`src/rtl/ringosc_meas_ctrl.sv`:
```
// Ring-oscillator measurement sequencer: clears the ripple counter, opens a
// gate window of G clk cycles, lets the counter settle, then reads the 64-bit
// count back one byte at a time through the counter's byte-select shifter.
module ringosc_meas_ctrl #(
    parameter int unsigned CLR_CYC    = 2,
    parameter int unsigned SETTLE_CYC = 4,
    parameter int unsigned RD_CYC     = 3
) (
    input  logic        clk,
    input  logic        rst,
    input  logic        start,
    input  logic        abort,
    input  logic [15:0] gate_cycles,
    input  logic [7:0]  cnt_byte,
    output logic        cnt_stop,
    output logic        cnt_reset,
    output logic [5:0]  cnt_shift,
    output logic        busy,
    output logic        done,
    output logic        result_valid,
    output logic [63:0] result
);

    localparam int unsigned CYC_W   = 16;
    localparam int unsigned GATE_W  = 16;
    localparam int unsigned IDX_W   = 3;
    localparam int unsigned SHIFT_W = 6;
    localparam int unsigned BYTE_W  = 8;

    localparam logic [IDX_W-1:0] LAST_IDX = IDX_W'(7);

    typedef enum logic [2:0] {
        S_IDLE,
        S_CLEAR,
        S_RUN,
        S_SETTLE,
        S_READ,
        S_DONE
    } state_t;

    state_t              state_q;
    state_t              state_d;
    logic [CYC_W-1:0]    cyc_q;      // CLEAR / SETTLE / READ-slot cycle count
    logic [CYC_W-1:0]    cyc_d;
    logic [GATE_W-1:0]   run_q;      // RUN window down-counter
    logic [GATE_W-1:0]   run_d;
    logic [IDX_W-1:0]    idx_q;      // READ byte index
    logic [IDX_W-1:0]    idx_d;
    logic [GATE_W-1:0]   gate_q;     // latched gate length G
    logic [GATE_W-1:0]   gate_d;
    logic                valid_d;
    logic                cap_en;
    logic                stop_d;
    logic                clr_d;
    logic [SHIFT_W-1:0]  shift_d;
    logic                busy_d;
    logic                done_d;

    // Next-state, counter and next-output computation
    always_comb begin
        state_d = state_q;
        cyc_d   = cyc_q;
        run_d   = run_q;
        idx_d   = idx_q;
        gate_d  = gate_q;
        valid_d = result_valid;
        cap_en  = 1'b0;

        case (state_q)
            S_IDLE: begin
                if (abort) begin
                    valid_d = 1'b0;
                end else if (start) begin
                    gate_d  = gate_cycles;
                    valid_d = 1'b0;
                    cyc_d   = CYC_W'(CLR_CYC - 1);
                    state_d = S_CLEAR;
                end
            end
            S_CLEAR: begin
                if (cyc_q == '0) begin
                    if (gate_q == '0) begin
                        cyc_d   = CYC_W'(SETTLE_CYC - 1);
                        state_d = S_SETTLE;
                    end else begin
                        run_d   = gate_q - GATE_W'(1);
                        state_d = S_RUN;
                    end
                end else begin
                    cyc_d = cyc_q - CYC_W'(1);
                end
            end
            S_RUN: begin
                if (run_q == '0) begin
                    cyc_d   = CYC_W'(SETTLE_CYC - 1);
                    state_d = S_SETTLE;
                end else begin
                    run_d = run_q - GATE_W'(1);
                end
            end
            S_SETTLE: begin
                if (cyc_q == '0) begin
                    idx_d   = '0;
                    cyc_d   = CYC_W'(RD_CYC - 1);
                    state_d = S_READ;
                end else begin
                    cyc_d = cyc_q - CYC_W'(1);
                end
            end
            S_READ: begin
                if (cyc_q == '0) begin
                    cap_en = 1'b1;
                    if (idx_q == LAST_IDX) begin
                        idx_d   = '0;
                        valid_d = 1'b1;
                        state_d = S_DONE;
                    end else begin
                        idx_d = idx_q + IDX_W'(1);
                        cyc_d = CYC_W'(RD_CYC - 1);
                    end
                end else begin
                    cyc_d = cyc_q - CYC_W'(1);
                end
            end
            S_DONE: begin
                state_d = S_IDLE;
            end
            default: begin
                state_d = S_IDLE;
            end
        endcase

        // Abort from any busy state wins over whatever the state wanted
        if (abort && (state_q != S_IDLE)) begin
            state_d = S_IDLE;
            valid_d = 1'b0;
            cap_en  = 1'b0;
            cyc_d   = '0;
            run_d   = '0;
            idx_d   = '0;
        end

        stop_d  = (state_d != S_RUN);
        clr_d   = (state_d == S_CLEAR);
        busy_d  = (state_d != S_IDLE);
        done_d  = (state_d == S_DONE);
        shift_d = (state_d == S_READ) ? {idx_d, 3'b000} : '0;
    end

    // State, counters and registered outputs
    always_ff @(posedge clk) begin
        if (rst) begin
            state_q      <= S_IDLE;
            cyc_q        <= '0;
            run_q        <= '0;
            idx_q        <= '0;
            gate_q       <= '0;
            cnt_stop     <= 1'b1;
            cnt_reset    <= 1'b0;
            cnt_shift    <= '0;
            busy         <= 1'b0;
            done         <= 1'b0;
            result_valid <= 1'b0;
            result       <= '0;
        end else begin
            state_q      <= state_d;
            cyc_q        <= cyc_d;
            run_q        <= run_d;
            idx_q        <= idx_d;
            gate_q       <= gate_d;
            cnt_stop     <= stop_d;
            cnt_reset    <= clr_d;
            cnt_shift    <= shift_d;
            busy         <= busy_d;
            done         <= done_d;
            result_valid <= valid_d;
            if (cap_en) begin
                result[{idx_q, 3'b000} +: BYTE_W] <= cnt_byte;
            end
        end
    end

endmodule

```
`config.mk`:
```
export PLATFORM = sky130hd
export DESIGN_NAME = ringosc_meas_ctrl
export DESIGN_NICKNAME = d
export VERILOG_FILES = /design/src/rtl/ringosc_meas_ctrl.sv
export SDC_FILE = /design/constraint.sdc
export NUM_CORES = 1
export LEC_CHECK = 0
export CAP_MARGIN = 20
export CORE_ASPECT_RATIO = 0.75
export CORE_UTILIZATION = 59
export CTS_BUF_LIST = sky130_fd_sc_hd__clkbuf_4 sky130_fd_sc_hd__clkbuf_8
export DETAILED_ROUTE_END_ITERATION = 7
export PLACE_DENSITY_LB_ADDON = 0.15
export SLEW_MARGIN = 20
export SYNTH_ARGS = -nofsm -noshare
export SYNTH_HDL_FRONTEND = slang
export SYNTH_SLANG_ARGS = --single-unit
```
`constraint.sdc`:
```
create_clock -name clk -period 8.6 [get_ports clk]
set_input_delay 1.29 -clock clk [delete_from_list [all_inputs] [get_ports clk]]
set_output_delay 1.29 -clock clk [all_outputs]
set_load 0.03 [all_outputs]
```
# Word-level counts from Yosys, hierarchy flattened
# Cells that the tools add are included.
# totals
reg_bits	129
in_bits	28
# op_classes
eq_ne	20
add_sub_neg	5
n_shift	2
muxes	37
n_bitwise	2
n_reduce_logical	16
# ops
operator	n
2-to-1 mux 16 bit	11
case mux 16 bit (5 select lines)	1
bitwise mux 64 bit	1
variable shift 8 x 8 -> 64 bit, first input constant	1
indexed part select 8 x 8 -> 64 bit	1
zero test 16 bit	3
subtractor 16 x 1 -> 16 bit, second input constant	3
2-to-1 mux 3 bit	12
case mux 16 bit (2 select lines)	1
inequality test 2 bit, second input constant	8
case mux 3 bit (5 select lines)	1
== test 3 bit, second input constant	4
inequality test 3 bit, second input constant	3
2-to-1 mux 1 bit	8
negation 6 -> 8 bit	1
AND reduction 4 bit	2
== test 3 x 1 -> 1 bit, second input constant	2
== test 3 x 2 -> 1 bit, second input constant	2
case mux 3 bit (2 select lines)	1
AND reduction 6 bit	1
nonzero test 3 bit	2
nonzero test 5 bit	1
nonzero test 2 bit	2
OR reduction 2 bit	2
other kinds (7)	8

# Depth between registers and ports, before layout
# depth
ltp_word	8
ltp_mapped	13
mapped_depth_nobuf	9

# Worst setup path before layout
# Ideal clock, no wire load.
# synth_timing
path_type	flip-flop to flip-flop
start	reg state_q[2]
end	reg run_q[14]
arrival_ps	2974
path_slack_ps	5551
setup_time_ps	74
path_stages_with_launch	14
period_less_slack_ps	3049
cell_sequence	dfxtp_1 -> clkbuf_1 -> or3b_2 -> clkbuf_1 -> clkbuf_1 -> clkbuf_1 -> mux2i_1 -> ha_1 -> nor4b_1 -> nand2_1 -> o22ai_1 -> o21a_1 -> o2111ai_1 -> a31oi_1
# synth_via
elab_chain_cells	3
elab_cells_between_ends	11
# synth_rtl
element	line	text
start, declared	41	state_t state_q;
start signal, assigned	166	state_q <= state_d;
== test 3 x 1 -> 1 bit (tied with other cells)	69	case (state_q)
inequality test 2 bit (no source line) (tied with other cells)	n/a	
AND reduction 4 bit (no source line) or OR reduction 2 bit (tied branches)	n/a	
end signal, assigned	168	run_q <= run_d;
end, declared	45	logic [GATE_W-1:0] run_q;
# Parallel ways exist; a longest one is shown, timed or not.
# A chain may end at the register's enable or synchronous reset.

# Final worst setup path
# layout_timing
start	reg state_q[1]
end	reg run_q[14]
# Same word-level chain as after synthesis.

==> flow_summary_export.csv <==
group,metric,value,unit
finish,nNetsFinal,827,
worst_setup_path,crit_chain,"or3b_2 > mux2i_1 > ha_1 > nor4b_1 > nand2_1 > o22ai_1 > o21a_1 > o2111ai_1 > a31oi_1",
worst_hold_path,hold_class,"flip-flop to flip-flop",
synth,synth_edf_count,0,
finish,diodes,0,
sta,rsz0062_at_grt,"no",
floorplanning,start_util,60.7,%
floorplanning,die_area,10300,um2
finish,area_growth_syn_to_layout,24.1,%
finish,layout-drive-gt1-share,7.20,%
pwr,leakage,2.52,nW
routing,dr.pass1.iters,5,
place,port_buffers,99,
grt,grt_pass1_wl,25300,um
sta,setup_viol,0,
sta,finalCritPeriodShare,42.9,%
worst_setup_path,cp-end-kind,"flip-flop",
sta,report.final.slew_viol_count,0,
routing,routed_wl,16100,um
clock_tree,ctsRootBufferMaster,"clkbuf_8",
job,max_cap_violations,0,
grt,grt_pass1_vias,5182,
floorplanning,ios,103,
clock_tree,cts-htree-levels,4,
sta,clock.fmax,271,MHz
grt,grt_max_degree,86,
sta,hold_viol_final,0,
sta,slew_headroom,34.8,%
synth,ys_dominant_reg_cell,"dfxtp_1",
synth,synthArstFlopShare,0,%
clock_tree,ctsLongestPathBuffers,2,
worst_setup_path,reg2reg_from,"state_q[1]",
synth,synth.top_cells.by_count,"126 x dfxtp_1, 121 x nand2_1, 77 x a21oi_1",
finish,multi_input_area,3090,um2
finish,regArea,2520,um2
grt,overflow,0,
worst_setup_path,critPathLaunch,"state_q[1]",
grt,antenna_found_initial,0,
synth,synth_area_leaders,"dfxtp_1 43%, nand2_1 7.8%, a21oi_1 6.6%",
worst_setup_path,path_class,"flip-flop to flip-flop",
pwr,power.density,305,nW/um2
synth,netlist-cell-type-count,68,
synth,seq_area_frac_synth,43.2,%
clock_tree,cts_resized,0,
sta,tightest_slew,0.974,ns
clock_tree,ctsHoldBuffers,0,
worst_setup_path,slowest_delay,0.80,ns
routing,vias,5714,
synth,synth_warnings,0,
clock_tree,clk_latency,0.46,ns
sta,period_minus_slack,3.69,ns
floorplanning,die_h,88.1,um
place,gp_congestion,0.892,
clock_tree,clk_pin_slew,0.08,ns
grt,grt_use_total,32.0,%
routing,antenna_left,0,
worst_setup_path,cp_data_required_time,8.97,ns
synth,synth.top_cell.area_share,43.2,%
synth,postSynthCellCount,722,
synth,synth_most_common_cell,"dfxtp_1",
clock_tree,cts_buffers,17,
sta,finalHoldWorstSlack,0.457,ns
pwr,peakVddDrop,0.152,mV
synth,yosys_register_bits,126,
synth,yosysTopAreaCell,"dfxtp_1",
worst_setup_path,startpoint_type,"flip-flop",
sta,finalClockSkew,0.0151,ns
clock_tree,cts_tree,"built",
routing,wire_per_inst,17.1,um
floorplanning,core,9620,um2
finish,fillers,710,
floorplanning,die_w,117,um
clock_tree,clock_sinks,126,
worst_setup_path,worst-endpoint-arrival,4.06,ns
worst_setup_path,worst_path_max_delay_cell,"or3b_2",
routing,drt_iter0_markers,590,
run_status,status,"finished clean",
floorplanning,std_cell_rows,31,
worst_setup_path,crit_path_max_fanout,33,
synth,synth_area,5840,um2
synth,syn_area_per_cell,8.08,um2
routing,drc,0,
worst_hold_path,hp-start,"result[35]",
clock_tree,cts_setup_buffers,0,
place,dp_hpwl,10900,um
routing,viasPerCell,6.09,
sta,setup-tns-final,0,ns
final timing paths:
path / slack (ns) / depth (start not counted) / to
setup / recovery: 4.91 / 9 / run_q[14]
hold / removal: 0.46 / 2 / result[35]
setup reg to reg: 4.91 / 9 / run_q[14]
hold reg to reg: 0.46 / 2 / result[35]
state kept, by name, indices dropped and copies added (netlist names):
signal        count
cnt_reset         1
state_q           3
cyc_q            16
cnt_shift         3
busy              1
done              1
idx_q             3
gate_q           16
run_q            16
result           64
result_valid      1
cnt_stop          1
metal layers:
layer	wire length [um]	track usage (%)	vias to the layer above
met5	0	0	-
met4	228	11.0	0
met3	1640	11.1	28
met2	7250	49.2	284
met1	6940	41.8	2707
li1	-	-	2695
critical path: cells and delay by family, from the launching register on:
family	cells	cell delay, ns
AOI/OAI and AO/OA	4	0.86
adders and majority gates	1	0.45
DFF	1	0.61
muxes	1	0.33
and+or+nand+nor	3	1.36
area by class of cell:
type                       count  area share, %
clock inverter                14           2.50
sequential                   126           34.8
inverter                       8          0.415
clock buffer                  18           3.42
timing repair buffer         102           13.9
tap                          132           2.28
multi-input combinational    538           42.6
per-stage QoR:
step	cell area, um2	utilization (%)	setup WS [ns]	instances	power, W
floorplan	5840	-	5.55	724	0.00143
global placement	6810	70.8	5.02	906	0.00159
finish	7240	75.3	4.91	938	0.00221
detailed placement	6810	70.8	4.89	906	0.00163
global route	7240	75.3	4.69	938	0.00233
CTS	7240	75.3	5.00	938	0.00218
layout by cell type, fill, tap and decap left out, drive strengths merged, types with 5 or more instances in the layout:
cell,netlist,layout
mux2i,34,34
xor2,6,6
clkbuf,42,18
clkinv,0,5
nand3b,7,7
dfxtp,126,126
or4,7,7
inv,8,13
a21oi,77,77
o31ai,7,7
nor2,76,76
nand2b,6,6
nand2,121,121
nand3,28,28
nor2b,10,10
nor4,12,12
a31oi,14,14
o21ai,24,24
nor3,14,14
or3,14,14
nand4,7,7
clkdlybuf4s50,0,98
ha,6,6
power by group:
part	total [W]	internal, W	leakage (nW)	switching [W]
clock network	0.000560	0.000300	0.215	0.000260
registers	0.000745	0.000654	1.02	0.0000907
logic	0.000901	0.000310	1.29	0.000591
total	0.00221	0.00126	2.52	0.000942
kinds of logic (layout without fill, tap and decap cells):
family	after synthesis	count (layout)	synth area share, %
other cells	1	3	0.0643
fa+ha+maj	6	6	1.29
xor+xnor	6	6	0.901
simple gates	326	326	27.3
mux	35	35	6.02
flops	126	126	43.2
compound gates	162	162	17.0
buf+inv	60	142	4.18
(Power assumes the default switching activity.)
